`src/rtl/seg_display_arbiter_if.sv`:
```
// Bundle of request/pattern inputs and ownership/segment outputs shared between
// the segment-pattern producers and the display arbiter.
interface seg_display_arbiter_if #(
    parameter int NREQ = 4
);
    logic [NREQ-1:0]   req;
    logic [8*NREQ-1:0] seg_in;
    logic [NREQ-1:0]   grant;
    logic [7:0]        seg_out;
    logic              busy;
    logic [7:0]        switch_cnt;

    modport master (
        output req,
        output seg_in,
        input  grant,
        input  seg_out,
        input  busy,
        input  switch_cnt
    );

    modport slave (
        input  req,
        input  seg_in,
        output grant,
        output seg_out,
        output busy,
        output switch_cnt
    );
endinterface

```
`src/rtl/seg_display_arbiter.sv`:
```
// Round-robin owner of a single seven-segment display: each owner holds it for a
// minimum time, with a one-cycle blank between owners. All outputs registered.
module seg_display_arbiter #(
    parameter int         NREQ        = 4,
    parameter int         HOLD_CYCLES = 1000,
    parameter logic [7:0] IDLE_PAT    = 8'b00000010
) (
    input  logic                 clk,
    input  logic                 rst_n,
    input  logic                 ena,
    seg_display_arbiter_if.slave bus
);
    localparam int PW = $clog2(NREQ);
    localparam int TW = $clog2(HOLD_CYCLES);
    localparam logic [TW-1:0] TIMER_MAX = TW'(HOLD_CYCLES - 1);

    typedef enum logic [1:0] {
        ST_IDLE = 2'd0,
        ST_SHOW = 2'd1,
        ST_GAP  = 2'd2
    } state_t;

    state_t          state_r,      state_nxt_s;
    logic [PW-1:0]   owner_r,      owner_nxt_s;
    logic [NREQ-1:0] grant_r,      grant_nxt_s;
    logic [7:0]      seg_r,        seg_nxt_s;
    logic            busy_r,       busy_nxt_s;
    logic [TW-1:0]   timer_r,      timer_nxt_s;
    logic [PW-1:0]   rr_ptr_r,     rr_ptr_nxt_s;
    logic [7:0]      switch_cnt_r, switch_cnt_nxt_s;

    logic [7:0]      seg_arr_s [NREQ];
    logic [PW-1:0]   win_s;
    logic            any_req_s;
    logic            owner_req_s;
    logic            others_req_s;

    // First requester found scanning ptr, ptr+1, ... modulo NREQ.
    function automatic logic [PW-1:0] rr_pick(input logic [NREQ-1:0] r, input logic [PW-1:0] ptr);
        logic found;
        int   idx;
        rr_pick = ptr;
        found   = 1'b0;
        for (int k = 0; k < NREQ; k++) begin
            idx = (int'(ptr) + k) % NREQ;
            if (!found && r[idx]) begin
                rr_pick = PW'(idx);
                found   = 1'b1;
            end
        end
    endfunction

    function automatic logic [PW-1:0] ptr_after(input logic [PW-1:0] idx);
        ptr_after = PW'((int'(idx) + 1) % NREQ);
    endfunction

    function automatic logic [NREQ-1:0] onehot(input logic [PW-1:0] idx);
        onehot = {{(NREQ-1){1'b0}}, 1'b1} << idx;
    endfunction

    // Split the flat pattern bus into per-requester bytes.
    always_comb begin
        for (int i = 0; i < NREQ; i++) begin
            seg_arr_s[i] = bus.seg_in[8*i +: 8];
        end
    end

    assign win_s        = rr_pick(bus.req, rr_ptr_r);
    assign any_req_s    = |bus.req;
    assign owner_req_s  = bus.req[owner_r];
    assign others_req_s = |(bus.req & ~grant_r);

    // Next-state and next-output logic; every register defaults to holding.
    always_comb begin
        state_nxt_s      = state_r;
        owner_nxt_s      = owner_r;
        grant_nxt_s      = grant_r;
        seg_nxt_s        = seg_r;
        busy_nxt_s       = busy_r;
        timer_nxt_s      = timer_r;
        rr_ptr_nxt_s     = rr_ptr_r;
        switch_cnt_nxt_s = switch_cnt_r;
        case (state_r)
            ST_IDLE, ST_GAP: begin
                if (any_req_s) begin
                    state_nxt_s      = ST_SHOW;
                    owner_nxt_s      = win_s;
                    grant_nxt_s      = onehot(win_s);
                    seg_nxt_s        = seg_arr_s[win_s];
                    busy_nxt_s       = 1'b1;
                    timer_nxt_s      = {TW{1'b0}};
                    rr_ptr_nxt_s     = ptr_after(win_s);
                    switch_cnt_nxt_s = switch_cnt_r + 8'd1;
                end else begin
                    state_nxt_s = ST_IDLE;
                    grant_nxt_s = {NREQ{1'b0}};
                    seg_nxt_s   = IDLE_PAT;
                    busy_nxt_s  = 1'b0;
                end
            end
            ST_SHOW: begin
                if (owner_req_s) begin
                    seg_nxt_s = seg_arr_s[owner_r];
                end else begin
                    seg_nxt_s = seg_r;
                end
                if (timer_r == TIMER_MAX) begin
                    timer_nxt_s = timer_r;
                end else begin
                    timer_nxt_s = timer_r + TW'(1);
                end
                // A sole owner still requesting keeps the display past the hold time.
                if ((timer_r == TIMER_MAX) && (!owner_req_s || others_req_s)) begin
                    state_nxt_s = ST_GAP;
                    grant_nxt_s = {NREQ{1'b0}};
                    seg_nxt_s   = 8'h00;
                    busy_nxt_s  = 1'b0;
                end else begin
                    state_nxt_s = ST_SHOW;
                end
            end
            default: begin
                state_nxt_s = ST_IDLE;
                owner_nxt_s = {PW{1'b0}};
                grant_nxt_s = {NREQ{1'b0}};
                seg_nxt_s   = IDLE_PAT;
                busy_nxt_s  = 1'b0;
                timer_nxt_s = {TW{1'b0}};
            end
        endcase
    end

    // State and output registers: synchronous reset wins over ena; ena low freezes all.
    always_ff @(posedge clk) begin
        if (!rst_n) begin
            state_r      <= ST_IDLE;
            owner_r      <= {PW{1'b0}};
            grant_r      <= {NREQ{1'b0}};
            seg_r        <= IDLE_PAT;
            busy_r       <= 1'b0;
            timer_r      <= {TW{1'b0}};
            rr_ptr_r     <= {PW{1'b0}};
            switch_cnt_r <= 8'd0;
        end else if (ena) begin
            state_r      <= state_nxt_s;
            owner_r      <= owner_nxt_s;
            grant_r      <= grant_nxt_s;
            seg_r        <= seg_nxt_s;
            busy_r       <= busy_nxt_s;
            timer_r      <= timer_nxt_s;
            rr_ptr_r     <= rr_ptr_nxt_s;
            switch_cnt_r <= switch_cnt_nxt_s;
        end
    end

    assign bus.grant      = grant_r;
    assign bus.seg_out    = seg_r;
    assign bus.busy       = busy_r;
    assign bus.switch_cnt = switch_cnt_r;
endmodule

```
`src/flat_wrapper.sv`:
```
// flat-port wrapper written by rule: the top's interface ports become plain ports
module seg_display_arbiter_flat 
#(
    parameter int         NREQ        = 4,
    parameter int         HOLD_CYCLES = 1000,
    parameter logic [7:0] IDLE_PAT    = 8'b00000010
)
  (clk, rst_n, ena, bus_req, bus_seg_in, bus_grant, bus_seg_out, bus_busy, bus_switch_cnt);
  seg_display_arbiter_if #(.NREQ(NREQ)) bus_i ();
  input  logic clk;
  input  logic rst_n;
  input  logic ena;
  input wire logic [$bits(bus_i.req)-1:0] bus_req;
  input wire logic [$bits(bus_i.seg_in)-1:0] bus_seg_in;
  output wire logic [$bits(bus_i.grant)-1:0] bus_grant;
  output wire logic [$bits(bus_i.seg_out)-1:0] bus_seg_out;
  output wire logic [$bits(bus_i.busy)-1:0] bus_busy;
  output wire logic [$bits(bus_i.switch_cnt)-1:0] bus_switch_cnt;
  assign bus_i.req = bus_req;
  assign bus_i.seg_in = bus_seg_in;
  assign bus_grant = bus_i.grant;
  assign bus_seg_out = bus_i.seg_out;
  assign bus_busy = bus_i.busy;
  assign bus_switch_cnt = bus_i.switch_cnt;
  seg_display_arbiter #(.NREQ(NREQ), .HOLD_CYCLES(HOLD_CYCLES), .IDLE_PAT(IDLE_PAT)) u_core (.clk(clk), .rst_n(rst_n), .ena(ena), .bus(bus_i));
endmodule
```
`config.mk`:
```
export PLATFORM = sky130hd
export DESIGN_NAME = seg_display_arbiter_flat
export DESIGN_NICKNAME = d
export VERILOG_FILES = /design/src/rtl/seg_display_arbiter_if.sv /design/src/rtl/seg_display_arbiter.sv /design/src/flat_wrapper.sv
export SDC_FILE = /design/constraint.sdc
export NUM_CORES = 1
export LEC_CHECK = 0
export ABC_AREA = 0
export CAP_MARGIN = 10
export CORE_ASPECT_RATIO = 1.25
export CORE_MARGIN = 2
export CORE_UTILIZATION = 33
export DETAILED_ROUTE_END_ITERATION = 10
export PLACE_DENSITY = 0.62
export SKIP_CTS_REPAIR_TIMING = 1
export SLEW_MARGIN = 40
export SYNTH_ARGS = -nofsm -noshare
export SYNTH_HDL_FRONTEND = slang
export SYNTH_SLANG_ARGS = --single-unit
```
`constraint.sdc`:
```
create_clock -name clk -period 3.24 [get_ports clk]
set_clock_uncertainty 0.15 [all_clocks]
set_input_delay 0.648 -clock clk [delete_from_list [all_inputs] [get_ports clk]]
set_output_delay 0.648 -clock clk [all_outputs]
set_load 0.005 [all_outputs]
```
==> flow_metrics.env <==
export IMPL_drcViolationCount=0
export IMPL_ys_ff_latch=37
export IMPL_critPathMaxFanout=10
export IMPL_clk_path_buf_depth=2
export IMPL_root_buffer="clkbuf_8"
export IMPL_clkLatencyLatePin_ns=0.30
export IMPL_r2r_start="u_core.timer_r[0]"
export IMPL_setup_tns_ns=0
export IMPL_nFillCells=630
export IMPL_start_util_pct=34.0
export IMPL_cts_tree="done"
export IMPL_die_w_um=77.6
export IMPL_crit_path_top_delay_cell="clkdlybuf4s50_1"
export IMPL_drive_gt1_share_pct=9.28
export IMPL_wirelength_um=5540
export IMPL_setup_worst_path_start_class="input pin"
export IMPL_wl_per_cell_um=14.7
export IMPL_hold_path_class="register to register"
export IMPL_placementRows=33
export IMPL_rsz0062_at_grt="false"
export IMPL_syn2layout_area_growth_pct=34.5
export IMPL_cp_num_cells=7
export IMPL_r2r_end="u_core.bus.seg_out[5]"
export IMPL_cp_top_family="simple AND/OR/NAND/NOR gates"
export IMPL_synth_top_area_share_pct=33.2
export IMPL_ys_seq_area_share_pct=33.2
export IMPL_status="complete, no violations"
export IMPL_via_count=1925
export IMPL_r2r_slack_ns=1.00
export IMPL_min_period_ns=2.72
export IMPL_vias_per_cell=5.09
export IMPL_final_common_cell="clkdlybuf4s50_1"
export IMPL_crit_type="input pin to register"
export IMPL_cp_common_cell="nand2_1"
export IMPL_critPathRequiredTime_ns=3.29
export IMPL_antenna_found_initial=0
export IMPL_port_buffers=59
export IMPL_hold_viol=0
export IMPL_fin_nets=335
export IMPL_pwr_density_cell_nw_per_um2=381
export IMPL_fp_coreArea_um2=6570
export IMPL_num_io_pins=60
export IMPL_track_usage_pct=16.0
export IMPL_die_h_um=96.0
export IMPL_syn_nets=273
export IMPL_post_route_period_util_pct=84.1
export IMPL_setup_violations=0
export IMPL_yosysTopAreaCell="dfxtp_1"
export IMPL_drt_iter0_drc=82
export IMPL_stdcell_area_um2=3000
export IMPL_rr_worst_depth=8
export IMPL_worstPathArrival_ns=2.77
export IMPL_clkTransAtPathRegs_ns=0.08
export IMPL_cp_cell_sequence="clkdlybuf4s50_1 -> and3b_1 -> or4_4 -> nand2_2 -> mux4_1 -> nand2_1 -> nand2_1"
export IMPL_startpoint="bus_req[3]"
export IMPL_place_gp_congestion=0.761
export IMPL_dieArea_um2=7450
export IMPL_final_cell_mix="clkdlybuf4s50_1 (59), dfxtp_1 (37), nand2_1 (29), nor2b_1 (15), nor2_1 (12)"
export IMPL_ys_warn_count=0
export IMPL_htreeDepth=2
export IMPL_fmax_ghz=0.367
export IMPL_grt_max_degree=18
export IMPL_numCtsBuffers=5
export IMPL_avgSynthCellArea_um2=9.80
export IMPL_dr_pass1_iters=4
export IMPL_relSlewSlack_pct=54.1
export IMPL_globalRouteOverflowTotal=0
export IMPL_synth_area_um2=2230
export IMPL_synth_area_top_cells="dfxtp_1 (33%), mux4_1 (9.4%), mux4_2 (8.1%)"
export IMPL_insertedDiodeCount=0
export IMPL_cp_num_buf_inv=1
export IMPL_peakVddDrop_uv=214
export IMPL_synth_cell_types=47
export IMPL_clock_sinks=37
export IMPL_worst_slew_pin_slew_ns=0.684
export IMPL_postSynthCellCount=228
export IMPL_slowest_delay_ns=0.65
export IMPL_critPathCaptureType="register"
export IMPL_cap_violations=0
export IMPL_leakagePower_uw=0.00112
export IMPL_crit_path_end="u_core.bus.seg_out[6]"
export IMPL_grt_pass1_vias=1931
export IMPL_grt_pass1_wl_um=9270
export IMPL_placed_area_um2=2910
export IMPL_antenna_left=0
export IMPL_slew_viol_final=0
export IMPL_dpl_hpwl_um=4140
export IMPL_final_core_util_pct=45.7
-- tightest hold or removal path, delay by kind of cell, from the launching register on --
family | cells | cell delay [ns]
flops | 1 | 0.34
simple gates | 1 | 0.06
compound gates | 1 | 0.06
-- per-layer routing --
layer / GRT usage [%] / routed length (um) / vias up
met5: 0 / 0 / -
met4: 6.55 / 90 / 0
met3: 3.47 / 221 / 7
met2: 28.2 / 2750 / 42
met1: 18.9 / 2480 / 915
li1: - / - / 961
-- how the worst min path moves through the flow --
stage                               start               endpoint  slack, ns  depth (start not counted)
floorplan               u_core.timer_r[8]      u_core.timer_r[8]       0.30                          2
global placement    u_core.bus.seg_out[6]  u_core.bus.seg_out[6]       0.30                          2
detailed placement  u_core.bus.seg_out[4]  u_core.bus.seg_out[4]       0.30                          2
CTS                 u_core.bus.seg_out[4]  u_core.bus.seg_out[4]       0.33                          2
global route        u_core.bus.seg_out[0]  u_core.bus.seg_out[0]       0.34                          2
finish              u_core.bus.seg_out[4]  u_core.bus.seg_out[4]       0.32                          2
-- registers in the layout (all words and copies together), names as in the netlist --
signal,cells
u_core.bus.grant,4
u_core.owner_r,2
u_core.state_r,2
u_core.rr_ptr_r,2
u_core.bus.seg_out,8
u_core.bus.busy,1
u_core.bus.switch_cnt,8
u_core.timer_r,10
-- cell families (layout without fill, tap and decap cells) --
family / count (synthesis) / count (layout) / synth area share, %
AOI/OAI and AO/OA: 41 / 41 / 12.7
xor gates and xnor gates: 13 / 13 / 5.10
adders and majority gates: 6 / 6 / 3.36
buffers and inverters: 17 / 80 / 4.54
DFF: 37 / 37 / 33.2
muxes: 17 / 17 / 17.9
and+or+nand+nor: 97 / 97 / 23.2
-- area by class of cell --
type	instances	area, um2	area share, %
Clock buffer	6	82.6	2.75
Clock inverter	2	13.8	0.458
Inverter	6	22.5	0.750
Multi-Input combinational cell	174	1390	46.3
Sequential cell	37	741	24.7
Tap cell	87	109	3.62
Timing Repair Buffer	66	643	21.4
-- power breakdown --
part	total (uW)	switching, uW	internal [uW]
Combinational	292	122	170
Clock	350	178	173
Sequential	501	20.3	480
-- per-stage QoR --
| stage | power [uW] | instances | setup slack, ns | hold slack (ns) |
|---|---|---|---|---|
| 5_1_grt | 1210 | 378 | 0.342 | 0.343 |
| 4_1_cts | 1160 | 378 | 0.510 | 0.326 |
| 2_1_floorplan | 677 | 228 | 0.873 | 0.304 |
| 3_5_place_dp | 803 | 370 | 0.182 | 0.303 |
| 6_report | 1140 | 378 | 0.517 | 0.324 |
| 3_3_place_gp | 799 | 370 | 0.256 | 0.296 |
-- cell usage after synthesis, drive strengths merged --
library cell	n
a2111oi	1
a21boi	6
a21oi	9
a221o	1
a22oi	4
a32oi	7
and2	8
and2b	2
and3	3
and3b	1
and4	2
buf	7
clkbuf	4
dfxtp	37
ha	6
inv	6
mux2i	1
mux4	16
nand2	30
nand2b	3
nand3	7
nand3b	1
nand4	4
nor2	12
nor2b	15
nor3	1
nor3b	1
nor4	1
nor4bb	1
o211a	1
o21ai	9
o221a	1
o31a	1
o31ai	1
or3	3
or4	2
xnor2	5
xor2	8
Note: power is estimated with default switching activity, not from simulation.
